==> src/rtl/console_pkg.sv <==
// console_pkg: shared geometry defaults, ASCII codes and FSM state type for the text console writer.
package console_pkg;
    localparam int COLS_DEF   = 80;
    localparam int ROWS_DEF   = 30;
    localparam int ADDR_W_DEF = 12;
    localparam int COL_W      = 7;
    localparam int ROW_W      = 5;

    localparam logic [7:0] CLEAR_CHAR_DEF = 8'h20;
    localparam logic [7:0] ASC_BS         = 8'h08;
    localparam logic [7:0] ASC_LF         = 8'h0A;
    localparam logic [7:0] ASC_FF         = 8'h0C;
    localparam logic [7:0] ASC_CR         = 8'h0D;
    localparam logic [7:0] ASC_PRINT_LO   = 8'h20;
    localparam logic [7:0] ASC_PRINT_HI   = 8'h7E;

    typedef enum logic {IDLE, CLEAR} state_t;
endpackage

==> src/rtl/console_cursor.sv <==
// console_cursor: column/row cursor counters with wrap, plus the linear text RAM address of the
// cursor and of the cell one step behind it.
module console_cursor
    import console_pkg::*;
#(
    parameter int COLS   = COLS_DEF,
    parameter int ROWS   = ROWS_DEF,
    parameter int ADDR_W = ADDR_W_DEF
) (
    input  logic              clk,
    input  logic              rst,
    input  logic              i_advance,
    input  logic              i_newline,
    input  logic              i_cr,
    input  logic              i_back,
    input  logic              i_home,
    output logic [COL_W-1:0]  o_col,
    output logic [ROW_W-1:0]  o_row,
    output logic [ADDR_W-1:0] o_addr,
    output logic [ADDR_W-1:0] o_prev_addr
);
    logic [COL_W-1:0] r_col;
    logic [ROW_W-1:0] r_row;
    logic [ROW_W-1:0] w_row_inc;

    assign w_row_inc = (r_row == ROW_W'(ROWS - 1)) ? '0 : r_row + 1'b1;

    always_ff @(posedge clk or posedge rst) begin
        if (rst) begin
            r_col <= '0;
            r_row <= '0;
        end else if (i_home) begin
            r_col <= '0;
            r_row <= '0;
        end else if (i_newline) begin
            r_col <= '0;
            r_row <= w_row_inc;
        end else if (i_cr) begin
            r_col <= '0;
        end else if (i_advance) begin
            r_col <= (r_col == COL_W'(COLS - 1)) ? '0 : r_col + 1'b1;
            r_row <= (r_col == COL_W'(COLS - 1)) ? w_row_inc : r_row;
        end else if (i_back && r_col != '0) begin
            r_col <= r_col - 1'b1;
        end else if (i_back && r_row != '0) begin
            r_col <= COL_W'(COLS - 1);
            r_row <= r_row - 1'b1;
        end
    end

    assign o_col       = r_col;
    assign o_row       = r_row;
    assign o_addr      = ADDR_W'(r_row) * ADDR_W'(COLS) + ADDR_W'(r_col);
    // Stepping back from column 0 lands on the previous row's last cell, which is addr-1.
    assign o_prev_addr = (o_addr == '0) ? '0 : o_addr - 1'b1;
endmodule

==> src/rtl/text_console_writer.sv <==
// text_console_writer: terminal-style byte interpreter driving the text RAM write port,
// with a full-screen clear after reset and on form feed.
module text_console_writer
    import console_pkg::*;
#(
    parameter int          COLS       = COLS_DEF,
    parameter int          ROWS       = ROWS_DEF,
    parameter int          ADDR_W     = ADDR_W_DEF,
    parameter logic [7:0]  CLEAR_CHAR = CLEAR_CHAR_DEF
) (
    input  logic              clk,
    input  logic              rst,
    input  logic [7:0]        char_in,
    input  logic              char_valid,
    output logic              char_ready,
    output logic [7:0]        data_out,
    output logic [ADDR_W-1:0] write_address,
    output logic              w_en,
    output logic [COL_W-1:0]  cursor_col,
    output logic [ROW_W-1:0]  cursor_row,
    output logic              busy
);
    localparam logic [ADDR_W-1:0] CELLS = ADDR_W'(COLS * ROWS);

    state_t            r_state, w_next;
    logic [ADDR_W-1:0] r_clr, w_clr_next, r_addr, w_addr, w_cur_addr, w_prev_addr;
    logic [7:0]        r_data, w_data;
    logic              r_we, w_we;
    logic              w_acc, w_put, w_bs, w_lf, w_cr, w_ff;

    assign w_acc = char_valid && r_state == IDLE;
    assign w_put = w_acc && char_in >= ASC_PRINT_LO && char_in <= ASC_PRINT_HI;
    assign w_bs  = w_acc && char_in == ASC_BS;
    assign w_lf  = w_acc && char_in == ASC_LF;
    assign w_cr  = w_acc && char_in == ASC_CR;
    assign w_ff  = w_acc && char_in == ASC_FF;

    console_cursor #(.COLS(COLS), .ROWS(ROWS), .ADDR_W(ADDR_W)) u_cursor (
        .clk         (clk),
        .rst         (rst),
        .i_advance   (w_put),
        .i_newline   (w_lf),
        .i_cr        (w_cr),
        .i_back      (w_bs),
        .i_home      (w_ff),
        .o_col       (cursor_col),
        .o_row       (cursor_row),
        .o_addr      (w_cur_addr),
        .o_prev_addr (w_prev_addr)
    );

    always_comb begin
        w_next     = r_state;
        w_clr_next = r_clr;
        w_we       = 1'b0;
        w_addr     = r_addr;
        w_data     = r_data;
        if (r_state == CLEAR) begin
            // One extra non-writing cycle at clr==CELLS so ready rises after the last write is seen.
            if (r_clr == CELLS) begin
                w_next     = IDLE;
                w_clr_next = '0;
            end else begin
                w_we       = 1'b1;
                w_addr     = r_clr;
                w_data     = CLEAR_CHAR;
                w_clr_next = r_clr + 1'b1;
            end
        end else begin
            if (w_ff) begin
                w_next     = CLEAR;
                w_clr_next = '0;
            end
            if (w_put || w_bs) begin
                w_we   = 1'b1;
                w_addr = w_bs ? w_prev_addr : w_cur_addr;
                w_data = w_bs ? CLEAR_CHAR : char_in;
            end
        end
    end

    always_ff @(posedge clk or posedge rst) begin
        if (rst) begin
            r_state <= CLEAR;
            r_clr   <= '0;
            r_we    <= 1'b0;
            r_addr  <= '0;
            r_data  <= '0;
        end else begin
            r_state <= w_next;
            r_clr   <= w_clr_next;
            r_we    <= w_we;
            r_addr  <= w_addr;
            r_data  <= w_data;
        end
    end

    assign char_ready    = r_state == IDLE;
    assign busy          = r_state == CLEAR;
    assign w_en          = r_we;
    assign write_address = r_addr;
    assign data_out      = r_data;
endmodule
==> config.mk <==
export PLATFORM = sky130hd
export DESIGN_NAME = text_console_writer
export DESIGN_NICKNAME = d
export VERILOG_FILES = /design/src/rtl/console_pkg.sv /design/src/rtl/console_cursor.sv /design/src/rtl/text_console_writer.sv
export SDC_FILE = /design/constraint.sdc
export NUM_CORES = 1
export LEC_CHECK = 0
export CAP_MARGIN = 25
export CORE_MARGIN = 2
export CORE_UTILIZATION = 30
export DETAILED_ROUTE_END_ITERATION = 8
export PLACE_DENSITY_LB_ADDON = 0.12
export SLEW_MARGIN = 20
export SYNTH_ARGS = -nofsm -noshare
export SYNTH_HDL_FRONTEND = slang
export SYNTH_SLANG_ARGS = --single-unit
==> constraint.sdc <==
create_clock -name clk -period 6.6 [get_ports clk]
set_input_delay 0.99 -clock clk [delete_from_list [all_inputs] [get_ports clk]]
set_output_delay 0.99 -clock clk [all_outputs]
set_load 0.01 [all_outputs]
==> metrics.txt, run 1 <==
status complete, no violations; crit path max fanout 11; drt pass-1 iters 4; Hold Buf Count CTS 0; Post-CTS Setup Bufs 0; EDFF count, synth 0; Clock Latency Late Sink 300 ps; placed cell areas just under 0.004 sq mm; startpoint types register; ant diodes 0; Die H 108 um; CP max-delay cell xor2_1; Worst slew margin 0.385; count of final hold-check violations 0; Clock Skew between 5 and 6 ps; RSZ-0062 raised after global routing no; Post-Synth Simple-Gate Area 0.222; Worst-path clk slew ~90 ps; PostCTS Resize Cnt 0; clk sink count between 40 and 50; vias in the first global route 2944; CTS Root Cell clkbuf_8; Syn. warnings 0; Syn Area/Cell 8.62 sq um; TritonCTS clock tree done; Critical Path AT 4330 ps; Max Buffers Root-to-Sink 2; Placer Congestion between 0.8 and 0.9; Most used DFF post-synth dfrtp_1; IO Port Bufs 45; Synth area leaders dfrtp_1, ha_1, o21ai_0, a21oi_1, nor2_1; final setup fails 0; count of pins over their slew limit 0; final routed DRC violation total 0; starting density of the core 0.304; fin area 0.00397 sq mm; final wirelength 9160 um; ys async rst share 1.00; DP HPWL 6810 um; Buffers & Inverters on Critical Path 0; total power after layout 591 uW; kind of critical path reg -> reg; Inserted Clock Buffers 5; mux cell area share after synthesis 0.00308; Final ANT Viol Nets 0; I/O pin count 46; largest net degree at the start of global routing 28; Routed WL per cell between 15 and 20 um; crit-path cells ha_1, ha_1, fa_1, xor2_1, nor4bb_1, a311oi_1, or3_1, o31ai_2, o221ai_1, o21a_1; Synth Area in XOR/XNOR 0.0512; crit share post-route 0.626; CP Capture Type register; first-pass GRT wire length 15100 um; post-synthesis sequential area ratio 0.355; Worst EP required 6800 ps; CP max stage delay 650 ps; Hold/Removal Path Class reg -> reg; Static Leak 1.59 nW; Largest delay share family, worst path compound AO/OA/AOI/OAI gates; CORE AREA 0.0107 sq mm; Slew @ Worst Pin 914 ps; largest area contributor in the netlist dfrtp_1; TNS Setup 0 ps; Netlist cell types 60; share of layout cells above drive strength 1 0.0622; f_max between 200 and 250 MHz; top cell type's share of synthesized area 0.346; area fraction in compound gates after synthesis 0.249; Cell Rows 38; Nets 449; Die Width 108 um; via count 2989; CP most frequent cell ha_1; die area 0.0117 sq mm; Syn Inst Count 377; minimum clock period 4130 ps; initial antenna violation count 0; commonest cells after routing, fill and taps aside dfrtp_1, clkdlybuf4s50_1, nor2_1, o21ai_0, nand2_1; pwr dens 149 mW/mm^2; H-tree levels 2; Vias/cell 5.36; Synth Register Bits 46; post-synthesis adder-cell area fraction 0.0855; max_cap viols 0; largest family of logic cells by synthesized area compound AO/OA/AOI/OAI gates; Synthesized Nets 409; GRT Total Usage 0.162; Mapped Area around 0.0033 sq mm; GRT overflow 0; area grow syn2layout 22.1%; Iteration-0 DRC Markers approximately 180; maximum vdd drop about 0.072 mV
[sequential cells by signal, summed over array words and instances, names as in the netlist]
register	cells
data_out	8
u_cursor.o_row	5
w_en	1
busy	1
r_clr	12
write_address	12
u_cursor.o_col	7
[cell type report]
type / count / area [sq um]
Clock inverter: 2 / 37.5
Sequential cell: 46 / 1150
Inverter: 14 / 52.6
Clock buffer: 6 / 72.6
Fill cell: 1109 / 6730
Multi-Input combinational cell: 302 / 1990
Timing Repair Buffer: 48 / 485
Tap cell: 140 / 175
[path summary, 6_finish.rpt]
kind / startpoint / end / slack [ps] / depth (start not counted)
setup / recovery: u_cursor.o_row[3] / write_address[7] / 2470 / 10
hold / removal: write_address[8] / write_address[8] / 500 / 1
setup reg to reg: u_cursor.o_row[3] / write_address[7] / 2470 / 10
hold reg to reg: write_address[8] / write_address[8] / 500 / 1
max in group asynchronous: rst / busy / 5010 / 3
min in group asynchronous: rst / r_clr[2] / 1020 / 2
[metal layers]
layer	vias to the layer above	part of all wire	global-route usage
met5	-	0	0
met4	0	0.0090	0.0385
met3	8	0.046	0.0247
met2	72	0.47	0.266
met1	1447	0.47	0.226
li1	1462	-	-
[through the flow]
| step | hold WS, ps | cells | utilization | setup WS, ps |
|---|---|---|---|---|
| after floorplan | 468 | 377 | - | 3310 |
| after global placement | 471 | 548 | 0.357 | 2500 |
| after global routing | 527 | 558 | 0.371 | 2140 |
| after CTS | 506 | 557 | 0.370 | 2420 |
| after detailed placement | 478 | 549 | 0.359 | 2440 |
| final | 500 | 558 | 0.371 | 2470 |
[where the power goes]
| group | total, mW | switching (mW) | internal, mW | leakage [nW] |
|---|---|---|---|---|
| clock | 0.217 | 0.104 | 0.113 | 0.0514 |
| sequential | 0.293 | 0.00867 | 0.284 | 0.575 |
| combinational | 0.0802 | 0.0447 | 0.0355 | 0.967 |
[worst register-to-register path: stages, from the launching register on]
cell and delay, ps:
dfrtp_1 500, ha_1 340, ha_1 220, fa_1 400, xor2_1 650, nor4bb_1 370, a311oi_1 140, or3_1 440
o31ai_2 600, o221ai_1 230, o21a_1 150
[synth_stat cells, drive strengths merged, types with 4 or more instances]
cell	count
a21o	4
a21oi	30
a22o	11
and2	4
and3	9
clkbuf	12
dfrtp	45
ha	19
inv	14
nand2	31
nand2b	7
nand3	13
nor2	34
nor3	9
nor4	5
o21a	8
o21ai	33
o22ai	5
o31ai	6
or3	5
xnor2	13
xor2	6
[cells by family (layout without fill, tap and decap cells)]
logic type / count (synthesis) / after routing
fa+ha+maj: 21 / 21
compound gates: 124 / 124
mux: 1 / 1
buf+inv: 29 / 70
simple gates: 137 / 137
xor+xnor: 19 / 19
flops: 46 / 46
(Power assumes the default switching activity.)
==> inputs of run 2 (changes only) <==
Clock period 6.6 ns to 3.3 ns, I/O delays scaled along.
==> run 2 against run 1 <==
- clock skew up 2.2 ps
- sequential share of layout area down 1.4 points
- design area up 5.0%
- global-route usage up 0.50 points
- die area unchanged
- cell count up 5.0%
- first-iteration DRC count down 15%
- critical path depth up 1
- register-to-register slack worse by 2300 ps
- utilization up 1.8 points
- critical path type unchanged
- critical endpoint is now write_address[3]
==> metrics.txt, run 2 (same netlist as run 1, synthesis figures left out) <==
final wirelength 9370 um (+2.3%); count of final hold-check violations 0 (unchanged); hold_ws 489 ps (-10.7 ps); Worst slew margin 0.537 (+0.152); CP max-delay cell fa_2; CP max stage delay 580 ps (-70 ps); CP Capture Type register; CTS Root Cell clkbuf_8; Sw Pwr 320 uW (+100%); Worst EP required 3500 ps (-3300 ps); vias in the first global route 3081 (+4.7%); drt pass-1 iters 4 (unchanged); crit share post-route 0.955 (+0.329); Die H 108 um (unchanged); die area 0.0117 sq mm (unchanged); Nets 477 (+6.2%); clk sink count 46 (unchanged); Largest delay share family, worst path adder cells; clock share of power 0.317 (-0.051); Hold/Removal Path Class in -> async; Cell Rows 38 (unchanged); CORE AREA 0.0107 sq mm (unchanged); initial antenna violation count 0 (unchanged); crit path max fanout 5 (-6); TNS Setup 0 ps (unchanged); Iteration-0 DRC Markers 152 (-15%); minimum clock period 3150 ps (-980 ps); Worst-path clk slew 90 ps (about the same); maximum vdd drop 0.132 mV (+84%); Inserted Clock Buffers 5 (unchanged); GRT Total Usage 0.167 (+0.00497); via count 3041 (+1.7%); Routed WL per cell 16.0 um (-2.5%); Die Width 108 um (unchanged); Clock Latency Late Sink 300 ps (about the same); count of pins over their slew limit 0 (unchanged); Static Leak 1.72 nW (+8.3%); I/O pin count 46 (unchanged); kind of critical path reg -> reg; crit-path cells ha_1, ha_1, fa_2, nand2_1, nor4bb_1, a311oi_1, or3_4, o31ai_4, buf_2, o21ai_0, o21a_1; Placer Congestion 0.846 (+3.1%); status complete, no violations; sw frac 0.284 (+0.0176); setup slack after layout 150 ps (-2320 ps); area grow syn2layout 28.1%; ant diodes 0 (unchanged); Comb pwr share 0.172 (+0.036); Util after Layout 0.389 (+0.0185); Max Buffers Root-to-Sink 2 (unchanged); depth of the most critical reg-to-reg path 11 (+1); Buffers & Inverters on Critical Path 1 (+1); placed insts 574 (+4.6%); starting density of the core 0.304 (unchanged); Clock Skew 7.61 ps (+2.18 ps); Flop pwr share 0.511 (+0.015); largest net degree at the start of global routing 31 (+11%); final routed DRC violation total 0 (unchanged); CP most frequent cell ha_1; DP HPWL 7090 um (+4.1%); Internal Power 805 uW (+86%); IO Port Bufs 45 (unchanged); final setup fails 0 (unchanged); Slew @ Worst Pin 691 ps (-223 ps); Final Non-Filler Cells 586 (+5.0%); f_max 317 MHz (+31%); H-tree levels 2 (unchanged); startpoint types register; DP Worst Slack 118 ps (-2320 ps); Final ANT Viol Nets 0 (unchanged); Vias/cell 5.19 (-3.1%); commonest cells after routing, fill and taps aside dfrtp_1, clkdlybuf4s50_1, nor2_1, o21ai_0, nand2_1; critical path depth 11 (+1); Critical Path AT 3350 ps (-980 ps); pwr dens 270 mW/mm^2 (+82%); max_cap viols 0 (unchanged); share of layout cells above drive strength 1 0.123 (+0.0611); RSZ-0062 raised after global routing no; Hold Buf Count CTS 0 (unchanged); first-pass GRT wire length 15500 um (+2.8%); GRT overflow 0 (unchanged); TritonCTS clock tree done
## run 2: stage by stage
step / total power, mW / instance area, sq um
2_1_floorplan: 0.697 / 3250
3_3_place_gp: 0.767 / 4010
3_5_place_dp: 0.771 / 4030
4_1_cts: 1.14 / 4120
5_1_grt: 1.19 / 4170
6_report: 1.13 / 4170
## run 2: worst paths after layout
kind / startpoint / to / slack [ps]
setup / recovery: u_cursor.o_row[1] / write_address[3] / 150
hold reg to reg: data_out[7] / data_out[7] / 510
hold / removal: rst / data_out[7] / 490
min in group clk: data_out[7] / data_out[7] / 510
max in group asynchronous: rst / u_cursor.o_col[4] / 2300
setup reg to reg: u_cursor.o_row[1] / write_address[3] / 150
## run 2: per-layer routing
| layer | wire, um | global-route usage | vias up |
|---|---|---|---|
| li1 | - | - | 1511 |
| met5 | 0 | 0 | - |
| met4 | 82 | 0.0412 | 0 |
| met2 | 4530 | 0.282 | 46 |
| met3 | 226 | 0.0235 | 7 |
| met1 | 4540 | 0.226 | 1477 |
## run 2: layout make-up
type | instances | area, sq um
timing repair buffer | 76 | 697
multi-input combinational | 302 | 2000
sequential | 46 | 1150
tap | 140 | 175
clock inverter | 2 | 13.8
clock buffer | 6 | 72.6
fill | 1116 | 6530
inverter | 14 | 52.6
## run 2: worst register-to-register path, delay by kind of cell (launching register included)
family                     cells  cell delay, ps
DFF                            1             390
buffers and inverters          1             190
and+or+nand+nor                3             760
adders and majority gates      3            1130
AOI/OAI and AO/OA              4             570
## run 2: power groups by stage
stage | logic, mW | clock network (mW) | registers (mW)
floorplan | 0.107 | 0 | 0.590
global placement | 0.181 | 0 | 0.586
detailed placement | 0.184 | 0 | 0.586
CTS | 0.185 | 0.379 | 0.575
global route | 0.213 | 0.397 | 0.576
finish | 0.193 | 0.357 | 0.575
## run 2: repair_timing
item | CTS | global route
endpoints found under the hold margin | 0 | 0
endpoints found under the setup margin | 0 | 10
buffers inserted | 0 | 3
gates resized for setup | 0 | 5
==> inputs of run 3 (changes only) <==
Settings changed: SLEW_MARGIN 20 to 30.
==> run 3 against run 2 <==
- sequential power hardly changed
- sequential share of layout area down 0.12 points
- non-clock buffer count shrank 2
- die area unchanged
- cell count is 0.34% lower
- combinational power decreased by 2%
- routed wire length increased by 1.1%
- hold slack improved by 9.6 ps
- global-route usage up 0.091 points
- first-iteration DRC count increased by 23%
- clock power grew 25%
- count of clock-buffer cells in the layout did not move
==> metrics.txt, run 3 (same netlist as run 1, synthesis figures left out) <==
status complete, no violations; Critical Path AT 3340 ps (about the same); IO Port Bufs 45 (unchanged); hold_ws 499 ps (+9.60 ps); die area 0.0117 sq mm (unchanged); CORE AREA 0.0107 sq mm (unchanged); Internal Power 879 uW (+9.2%); placed cell areas 0.00401 sq mm (-0.43%); Fillers 1135 (+1.7%); count of pins over their slew limit 0 (unchanged); CTS Root Cell clkbuf_8; Worst-path clk slew 100 ps (about the same); placed insts 573 (-0.17%); largest net degree at the start of global routing 47 (+52%); depth of the most critical reg-to-reg path 11 (unchanged); Hold/Removal Path Class reg -> reg; crit path max fanout 5 (unchanged); Cell Rows 38 (unchanged); area grow syn2layout 28.7%; Util after Layout 0.391 (+0.00164); Routed WL per cell 16.2 um (+1.4%); count of final hold-check violations 0 (unchanged); internal reg-to-reg setup slack 170 ps (+20 ps); TNS Setup 0 ps (unchanged); first-pass GRT wire length 15600 um (+0.18%); Max Buffers Root-to-Sink 2 (unchanged); reg2reg end write_address[3]; Clock Skew 7.97 ps (+0.362 ps); clk sink count 46 (unchanged); crit share post-route 0.948 (-0.00695); share of layout cells above drive strength 1 0.124 (+0.000555); initial antenna violation count 0 (unchanged); Placer Congestion 0.846 (unchanged); maximum vdd drop 0.150 mV (+13%); Clock Latency Late Sink 310 ps (about the same); I/O pin count 46 (unchanged); via count 3070 (+0.95%); final setup fails 0 (unchanged); Die Width 108 um (unchanged); ant diodes 0 (unchanged); RR Startpoint u_cursor.o_row[1]; drt pass-1 iters 5 (+1); Worst EP required 3510 ps (about the same); CP Capture Type register; startpoint types register; final routed DRC violation total 0 (unchanged); pwr dens 290 mW/mm^2 (+7.2%); max_cap viols 0 (unchanged); CP Launch Point u_cursor.o_row[1]; commonest cells after routing, fill and taps aside dfrtp_1, clkdlybuf4s50_1, nor2_1, o21ai_0, nand2_1; RSZ-0062 raised after global routing no; clock share of power 0.369 (+0.052); kind of critical path reg -> reg; Final ANT Viol Nets 0 (unchanged); starting density of the core 0.304 (unchanged); minimum clock period 3130 ps (-22.9 ps); f_max 320 MHz (+0.73%); fin area 0.00418 sq mm (+0.42%); TritonCTS clock tree done; DP HPWL 7000 um (-1.3%); Sw Pwr 332 uW (+3.7%); sw frac 0.274 (-0.0104); Inserted Clock Buffers 5 (unchanged); Flop pwr share 0.475 (-0.036); Slew @ Worst Pin 684 ps (-7.19 ps); Static Leak 1.72 nW (-0.40%); H-tree levels 2 (unchanged); final wirelength 9470 um (+1.1%); Die H 108 um (unchanged); Nets 475 (-0.42%); Iteration-0 DRC Markers 187 (+23%); Hold Buf Count CTS 0 (unchanged); GRT Total Usage 0.168 (+0.000908); Vias/cell 5.26 (+1.3%); Final Non-Filler Cells 584 (-0.34%); GRT overflow 0 (unchanged); CP endpoint write_address[3]; vias in the first global route 3081 (unchanged); Worst slew margin 0.542 (+0.00481); hold path depth 1; Comb pwr share 0.156 (-0.016)
==> run 3: how the worst min path moves through the flow <==
stage                      startpoint          end  slack (ps)
final                     data_out[7]  data_out[7]         500
after floorplan             r_clr[11]    r_clr[11]         470
after global placement    data_out[7]  data_out[7]         470
after detailed placement  data_out[7]  data_out[7]         480
after global routing      data_out[7]  data_out[7]         520
after CTS                 data_out[7]  data_out[7]         510
==> run 3: repair_timing <==
action | 4_1_cts | 5_1_grt
gates resized for setup | 0 | 7
endpoints found under the setup margin | 0 | 10
setup buffers | 0 | 2
==> run 3: final cells by class <==
type | count | area [sq um] | share of cell area
Clock buffer | 6 | 72.6 | 0.0173
Clock inverter | 2 | 37.5 | 0.00897
Inverter | 14 | 55.1 | 0.0132
Multi-Input combinational cell | 302 | 2020 | 0.483
Sequential cell | 46 | 1150 | 0.276
Tap cell | 140 | 175 | 0.0419
Timing Repair Buffer | 74 | 669 | 0.160
==> run 3: per-layer routing <==
layer / vias up / GRT usage / share of wire
met3: 7 / 0.0235 / 0.028
met4: 0 / 0.0430 / 0.0096
met5: - / 0 / 0
met1: 1491 / 0.225 / 0.48
met2: 58 / 0.286 / 0.48
li1: 1514 / - / -
==> run 3: power groups by stage <==
stage / registers (mW) / logic, mW / clock network, mW
2_1_floorplan: 0.590 / 0.107 / 0
3_3_place_gp: 0.586 / 0.181 / 0
3_5_place_dp: 0.586 / 0.182 / 0
4_1_cts: 0.575 / 0.183 / 0.458
5_1_grt: 0.577 / 0.210 / 0.475
6_report: 0.575 / 0.189 / 0.447
==> run 3: stage by stage <==
step / power, mW / setup slack [ps]
finish: 1.21 / 173
global route: 1.26 / 22.6
CTS: 1.22 / 78.9
detailed placement: 0.768 / 97.1
global placement: 0.767 / 166
floorplan: 0.697 / 8.41
==> run 3: worst max-delay path, stage by stage, from the launching register on <==
cell	delay, ps
dfrtp_1	420
ha_4	250
ha_1	220
fa_2	560
nand2_1	100
nor4bb_2	290
a311oi_1	130
or3_4	430
o31ai_4	220
buf_2	200
o21ai_0	100
o21a_1	110
